===== src/rtl/imem_loader.sv =====
// Boot-time instruction loader: parses a framed host byte stream (sync, count, data, XOR checksum)
// into little-endian 32-bit words, writes instruction memory, and releases the core only on a verified image.
module imem_loader #(
  parameter int AW      = 5,
  parameter int TIMEOUT = 255
) (
  input  logic          clk,
  input  logic          reset,
  input  logic          in_valid,
  input  logic [7:0]    in_data,
  output logic          in_ready,
  input  logic          restart,
  output logic          imem_we,
  output logic [AW-1:0] imem_addr,
  output logic [31:0]   imem_wdata,
  output logic          core_hold,
  output logic          done,
  output logic          error,
  output logic [1:0]    err_code,
  output logic [AW:0]   words_loaded
);

  localparam logic [2:0] S_IDLE  = 3'd0;
  localparam logic [2:0] S_COUNT = 3'd1;
  localparam logic [2:0] S_DATA  = 3'd2;
  localparam logic [2:0] S_CHECK = 3'd3;
  localparam logic [2:0] S_DONE  = 3'd4;
  localparam logic [2:0] S_ERR   = 3'd5;

  localparam logic [7:0]  SYNC    = 8'hA5;
  localparam int          WLW     = AW + 1;
  localparam int          CAP     = 1 << AW;
  localparam logic [15:0] TO_LAST = 16'(TIMEOUT - 1);
  localparam logic [AW:0] WL_ONE  = WLW'(1);

  logic [2:0]  state;
  logic [15:0] idle_cnt;
  logic [1:0]  bidx;
  logic [AW:0] nwords;
  logic [23:0] wbuf;
  logic [7:0]  csum;

  logic in_frame;
  logic accept;
  logic bad_count;
  logic word_end;
  logic last_word;
  logic timed_out;

  assign in_frame  = (state == S_COUNT) || (state == S_DATA) || (state == S_CHECK);
  assign in_ready  = (state == S_IDLE) || in_frame;
  assign accept    = in_valid & in_ready;
  assign bad_count = (in_data == 8'd0) || (32'(in_data) > 32'(CAP));
  assign word_end  = (bidx == 2'd3);
  assign last_word = ((words_loaded + WL_ONE) == nwords);
  // An accepted byte on the expiring edge suppresses the timeout.
  assign timed_out = in_frame & ~accept & (idle_cnt == TO_LAST);

  always_ff @(posedge clk or negedge reset) begin
    if (!reset) begin
      state        <= S_IDLE;
      idle_cnt     <= 16'd0;
      bidx         <= 2'd0;
      imem_we      <= 1'b0;
      imem_addr    <= '0;
      imem_wdata   <= 32'd0;
      core_hold    <= 1'b1;
      done         <= 1'b0;
      error        <= 1'b0;
      err_code     <= 2'd0;
      words_loaded <= '0;
    end else begin
      imem_we <= 1'b0;
      if (!in_frame || accept) idle_cnt <= 16'd0;
      else                     idle_cnt <= idle_cnt + 16'd1;

      if (timed_out) begin
        state    <= S_ERR;
        error    <= 1'b1;
        err_code <= 2'd3;
      end else begin
        case (state)
          S_IDLE: if (accept && in_data == SYNC) state <= S_COUNT;
          S_COUNT: if (accept) begin
            if (bad_count) begin
              state    <= S_ERR;
              error    <= 1'b1;
              err_code <= 2'd1;
            end else begin
              state <= S_DATA;
              bidx  <= 2'd0;
            end
          end
          S_DATA: if (accept) begin
            bidx <= bidx + 2'd1;
            if (word_end) begin
              imem_we      <= 1'b1;
              imem_addr    <= words_loaded[AW-1:0];
              imem_wdata   <= {in_data, wbuf};
              words_loaded <= words_loaded + WL_ONE;
              if (last_word) state <= S_CHECK;
            end
          end
          S_CHECK: if (accept) begin
            if (in_data == csum) begin
              state     <= S_DONE;
              done      <= 1'b1;
              core_hold <= 1'b0;
            end else begin
              state    <= S_ERR;
              error    <= 1'b1;
              err_code <= 2'd2;
            end
          end
          S_DONE, S_ERR: if (restart) begin
            state        <= S_IDLE;
            done         <= 1'b0;
            error        <= 1'b0;
            err_code     <= 2'd0;
            words_loaded <= '0;
            core_hold    <= 1'b1;
          end
          default: state <= S_IDLE;
        endcase
      end
    end
  end

  // Datapath: count latch, running checksum and little-endian word assembly (no reset needed).
  always_ff @(posedge clk) begin
    if (accept && state == S_COUNT) begin
      nwords <= WLW'(in_data);
      csum   <= in_data;
    end else if (accept && state == S_DATA) begin
      csum <= csum ^ in_data;
      wbuf <= {in_data, wbuf[23:8]};
    end
  end

endmodule


===== config.mk =====
export PLATFORM = sky130hd
export DESIGN_NAME = imem_loader
export DESIGN_NICKNAME = d
export VERILOG_FILES = /design/src/rtl/imem_loader.sv
export SDC_FILE = /design/constraint.sdc
export NUM_CORES = 1
export LEC_CHECK = 0
export ABC_AREA = 0
export CORE_ASPECT_RATIO = 0.5
export CORE_MARGIN = 10
export CORE_UTILIZATION = 55
export CTS_BUF_LIST = sky130_fd_sc_hd__clkbuf_16
export CTS_CLUSTER_SIZE = 20
export DETAILED_ROUTE_END_ITERATION = 12
export PLACE_DENSITY = 0.8
export RECOVER_POWER = 50
export SLEW_MARGIN = 20
export SYNTH_ARGS = -nofsm -noshare
export SYNTH_HDL_FRONTEND = slang
export SYNTH_SLANG_ARGS = --single-unit
export TNS_END_PERCENT = 5

===== constraint.sdc =====
create_clock -name clk -period 3.45 [get_ports clk]
set_input_delay 0.5175 -clock clk [delete_from_list [all_inputs] [get_ports clk]]
set_output_delay 0.5175 -clock clk [all_outputs]
set_load 0.01 [all_outputs]

* Yosys cells after proc, flatten, opt, wreduce, memory -nomap -nowiden
Index checks and enable logic that the tools add are counted.
** Word-level totals
- Register bits after elaboration :: 108
- Bits in latches :: 0
- Bits in writable memories :: 0
- Memory bits (read-only) :: 0
- Bits of input ports :: 12
- Output and inout bits :: 50
- Word-level logic and storage cells :: 122
- Memories :: 0
** Cells by class
- $add $sub $neg :: 3
- $mul :: 0
- Divide/modulo/power cells :: 0
- Magnitude comparators :: 1
- Equal/unequal tests :: 26
- Shift operators :: 0
- Multiplexer cells :: 47
- Bitwise operators :: 7
- Reduce and logical (&&, ||, !) cells :: 24
** Operator list (number)
- 3-bit 2-to-1 mux :: 9
- 3-bit != test, second input constant :: 8
- 2-bit 2-to-1 mux :: 9
- 6-bit 2-to-1 mux :: 3
- 16-bit by 1-bit adder with 16-bit output, second input constant :: 1
- 16-bit by 8-bit equality test with 1-bit output, second input constant :: 1
- 1-bit 2-to-1 mux :: 16
- 16-bit 2-to-1 mux :: 1
- 8-bit 2-to-1 mux :: 2
- 3-bit one-hot mux with 5 select lines :: 1
- 5-bit AND reduction :: 3
- 2-bit != test, second input constant :: 6
- 6-bit one-hot mux with 2 select lines :: 1
- 8-bit equality test :: 1
- 8-bit equality test, second input constant :: 1
- 8-bit by 6-bit greater-than comparator with 1-bit output, second input constant :: 1
- 8-bit zero test :: 1
- 2-bit nonzero test :: 4
- 8-bit bitwise XOR :: 1
- 7-bit AND reduction :: 1
- 6-bit by 1-bit adder with 6-bit output, second input constant :: 1
- 3-bit by 2-bit equality test with 1-bit output, second input constant :: 2
- 3-bit equality test, second input constant :: 2
- 6-bit equality test :: 1
- 20 further kinds :: 31

* Longest topological paths before layout
- Depth in word-level cells :: 10
- Depth in mapped cells :: 8
- Gate-level depth less buffers :: 7

* Worst setup path before layout
Ideal clock, no wire load.
- Path kind :: reg2reg
- Start :: register state[2]
- End :: register bidx[1]
- Setup time :: 0.121 ns
- Arrival time :: 2.403 ns
- Required time :: 3.329 ns
- Slack :: 0.926 ns
- Stages on the path, launching flop included :: 7
- Buffers on the path :: 1
- Period minus slack after synthesis :: 2.524 ns
- Cell sequence :: dfrtp_1 -> clkbuf_8 -> nand2b_1 -> nor3b_2 -> a21o_1 -> nand2_1 -> a22o_1
** On the way
- Cells in the longest elaborated chain, start to end :: 10
- Elaborated cells between the ends (all ways) :: 18
** RTL lines
- from (decl) :: RTL line 36 : logic [2:0] state;
- from (signal assigned) :: RTL line 61 : state <= S_IDLE;
- from (signal assigned) :: RTL line 78 : state <= S_ERR;
- from (signal assigned) :: RTL line 83 : S_IDLE: if (accept && in_data == SYNC) state <= S_COUNT;
- 3-bit by 1-bit equality test with 1-bit output or 3-bit by 2-bit equality test with 1-bit output (tied branches) :: RTL line 50, 82
- 1-bit logical OR (2 in a row) :: RTL line 50 : assign in_frame = (state == S_COUNT) || (state == S_DATA) || (state == S_CHECK);
- 1-bit logical OR :: RTL line 51 : assign in_ready = (state == S_IDLE) || in_frame;
- 1-bit bitwise AND :: RTL line 52 : assign accept = in_valid & in_ready;
- 1-bit NOT :: RTL line 57 : assign timed_out = in_frame & ~accept & (idle_cnt == TO_LAST);
- 1-bit bitwise AND (2 in a row) :: RTL line 57
- 1-bit NOT (no source line)
- 5-bit AND reduction (no source line)
- to (signal assigned) :: RTL line 95 : bidx <= bidx + 2'd1;
- to (decl) :: RTL line 38 : logic [1:0] bidx;
Several ways; a longest one is shown, not always the timed one.
A chain may end at the register's enable or synchronous reset.

* Final worst setup path
- Start :: input in_valid
- End :: register words_loaded[2]
** On the way
- Cells in the longest elaborated chain, start to end :: 6
- Elaborated cells between the ends (all ways) :: 7
** RTL lines
- from (decl) :: RTL line 9 : input logic in_valid,
- 1-bit bitwise AND (*) :: RTL line 52
- 1-bit NOT :: RTL line 57
- 1-bit bitwise AND (2 in a row) :: RTL line 57
- 1-bit NOT (no source line)
- 5-bit AND reduction (no source line) (*)
- to (signal assigned) :: RTL line 100 : words_loaded <= words_loaded + WL_ONE;
- to (decl) :: RTL line 20 : output logic [AW:0] words_loaded
Every way passes the cells marked *; elsewhere a longest branch is shown, timed or not.

==> qor.csv <==
stage,metric,value,unit
outcome,status,"complete, but fails checks",
outcome,failed_checks,"max-capacitance violations, max-slew violations",
yosys,yosysTopAreaCellShare,36.66,%
critical_path,crit_slowest_cell,dlygate4sd3_1,
critical_path,cp_max_fo,45,
global_route,antenna_found_initial,0,
placement,dp.final_hpwl,6681,µm
global_route,overflow,0,
pwr,ir_drop,0.0002830,V
route,num_vias,3291,
route,drtIter0Drc,248,
yosys,ys_ff_latch,108,
yosys,synth_flop_cell,dfrtp_1,
cts,postCtsHoldBufs,0,
pwr,power_density,525.2,nW/µm²
critical_path,arrival,2.57,ns
finish,utilization,69.20,%
floorplan,die_w,150.9,µm
route,wire_per_inst,16.12,µm
finish,fillers,613,
global_route,grt_max_degree,71,
flow_run,cap_viol_max_count,1,
finish,final_area,5655,µm²
yosys,syn_area,4710,µm²
critical_path,required,3.67,ns
cts,cts_num_sinks,108,
finish,drive_gt1_share,7.460,%
route,first_pass_iters,4,
cts,cts-resized-gates,0,
yosys,syn_nets,450,
critical_path,path_cells,dlygate4sd3_1 -> nand3b_1 -> or2_2 -> buf_4 -> and2_1 -> o21ai_0 -> o21ai_0,
critical_path,crit_start,in_valid,
timing,slew_headroom,-17.76,%
yosys,ys_types,61,
placement,io_buffers,61,
cts,cts_buffer_depth,2,
timing,hold_violations,0,
global_route,track_usage,15.63,%
cts,cts_tree,yes,
critical_path,critPathCapture,words_loaded[2],
critical_path,rr_startpoint,words_loaded[0],
floorplan,core.rowCount,23,
yosys,synthArstFlopShare,64.81,%
pwr,intPower,2.151,mW
critical_path,worst_setup_path_end_kind,register,
critical_path,crit_top_cell,o21ai_0,
placement,dp_slack,0.8471,ns
critical_path,start_kind,primary input,
yosys,seq_area_frac_synth,61.45,%
cts,clkLatencyLatePin,0.35,ns
cts,h-tree-depth,3,
yosys,yosys.area.top_type,dfrtp_1,
critical_path,max_stage_delay,0.72,ns
cts,ctsRootBufferMaster,clkbuf_16,
critical_path,r2r-end,state[1],
placement,postPlaceCellArea,5371,µm²
floorplan,core-area,8173,µm²
worst_hold_path,min_path_type,reg2reg,
pwr,p_comb_share,15.9,%
timing,finalCriticalPeriod,2.344,ns
pwr,seqPwrFrac,51.0,%
finish,fin_nets,507,
finish,diodes,0,
timing,final_max_slew_viol_count,71,
timing,tns,0,ns
global_route,grt_pass1_vias,3254,
timing,max_freq,0.4265,GHz
timing,tightest_slew,1.766,ns
pwr,swShare,27.58,%
finish,seqCellArea,2894,µm²
yosys,synth_edf_count,38,
placement,place_inst,592,
route,drcViolationCount,0,
finish,multi_input_area,1674,µm²
floorplan,io_pins,62,
yosys,netlist_instances,434,
critical_path,ff2ff_path_depth,6,
pwr,switching_power,0.8192,mW
timing,setup_ws,1.106,ns
cts,cts_setup_buffers,0,
global_route,grt_first_pass_wirelength,16220,µm
pwr,power,2.970,mW
cts,path_clk_slew,0.07,ns
route,via_per_inst,5.413,
timing,finalSetupViolations,0,
pwr,p_leak,2.480,nW
finish,area_growth,20.08,%
timing,fin_hold_ws,0.4415,ns
placement,gp_congestion,0.8612,
timing,rsz0062_at_grt,false,
finish,layout.cells.non_filler,608,
cts,cts_made_buffers,9,
critical_path,r2r_slack,1.26,ns
floorplan,dieArea,12890,µm²
yosys,synth.area.top_cells,"dfrtp_1 (37%), edfxtp_1 (24%), nand2_1 (11%), xnor2_1 (4.3%), nor2_1 (2.0%)",
floorplan,initial_utilization,57.62,%
floorplan,fp.dieH,85.43,µm
yosys,syn-mean-instance-area,10.85,µm²
pwr,pwr-share-clk,33.1,%
timing,skew,0.006103,ns
yosys,ys_warn_count,0,
route,wl,9799,µm
route,final_antenna_net_count,0,
critical_path,path_class,in2reg,
timing,min_period_over_period,67.95,%
[state kept, by name, indices dropped and copies added, names as in the netlist]
register,count
err_code,2
core_hold,1
bidx,2
words_loaded,6
nwords,6
error,1
idle_cnt,16
csum,8
imem_addr,5
wbuf,24
done,1
imem_wdata,32
state,3
imem_we,1
[worst max-delay path: cells and delay by family]
family / cells / cell delay (ns)
AO/OA/AOI/OAI: 2 / 0.28
buffers and inverters: 2 / 1.01
AND/OR/NAND/NOR: 3 / 0.75
[cell usage in the layout (no fill, tap or decap), drive strengths merged, types with 8 or more instances in the layout]
cell type,count
nand2,133
dfrtp,69
edfxtp,38
clkdlybuf4s50,34
dlygate4sd3,26
nor2,25
xnor2,23
o21ai,15
nand3,12
inv,11
clkbuf,10
xor2,9
a21oi,8
[synth_stat cells, types with 2 or more instances]
cell and instances:
o21ai_0 13, or3_1 4, nor2b_1 5, nand2_1 133, edfxtp_1 38, nand3b_1 3, o21a_1 3, nor2_1 25
and2_1 5, a22oi_1 2, nor3_1 5, nand4_1 7, and4_1 2, nand2b_1 2, xor2_1 9, a21o_1 2
mux2i_1 2, nand3_1 11, inv_1 7, ha_1 4, dfrtp_1 69, clkbuf_1 5, xnor2_1 23, buf_2 8
buf_4 2, a21oi_1 8, clkbuf_8 3
[worst min-delay path by stage]
stage	from	to	slack [ns]	depth (start not counted)
after floorplan	reset	bidx[0]	0.22	0
after detailed placement	wbuf[0]	imem_wdata[0]	0.42	2
after CTS	reset	idle_cnt[3]	0.32	1
after global placement	wbuf[4]	imem_wdata[4]	0.42	2
final	wbuf[0]	imem_wdata[0]	0.44	2
after global routing	wbuf[12]	wbuf[4]	0.46	0
[routing by layer]
| layer | wire, µm | track usage (%) | up-vias |
|---|---|---|---|
| met1 | 4305 | 19.53 | 1600 |
| met4 | 88 | 3.388 | 0 |
| met5 | 0 | 0 | - |
| li1 | - | - | 1587 |
| met2 | 4748 | 26.21 | 92 |
| met3 | 656 | 4.767 | 12 |
[layout make-up]
type                            instances  area share [%]
Inverter                                8          0.5310
Multi-Input combinational cell        300           29.60
Tap cell                              112           2.478
Clock buffer                            9           3.982
Timing Repair Buffer                   64           11.11
Sequential cell                       108           51.17
Clock inverter                          7           1.128
[cell families after synthesis]
logic type	share of synthesized area (%)
muxes	0.4251
DFF	61.45
and+or+nand+nor	21.04
adders and majority gates	1.063
AOI/OAI and AO/OA	6.987
xor gates and xnor gates	5.951
buffers and inverters	3.082
[power groups by stage]
stage	combinational (mW)	sequential, mW	clock (mW)
3_5_place_dp	0.484	1.54	0
2_1_floorplan	0.355	1.51	0
6_report	0.473	1.51	0.983
4_1_cts	0.488	1.51	1.00
3_3_place_gp	0.475	1.54	0
5_1_grt	0.528	1.53	1.06
Note: power is estimated with default switching activity, not from simulation.
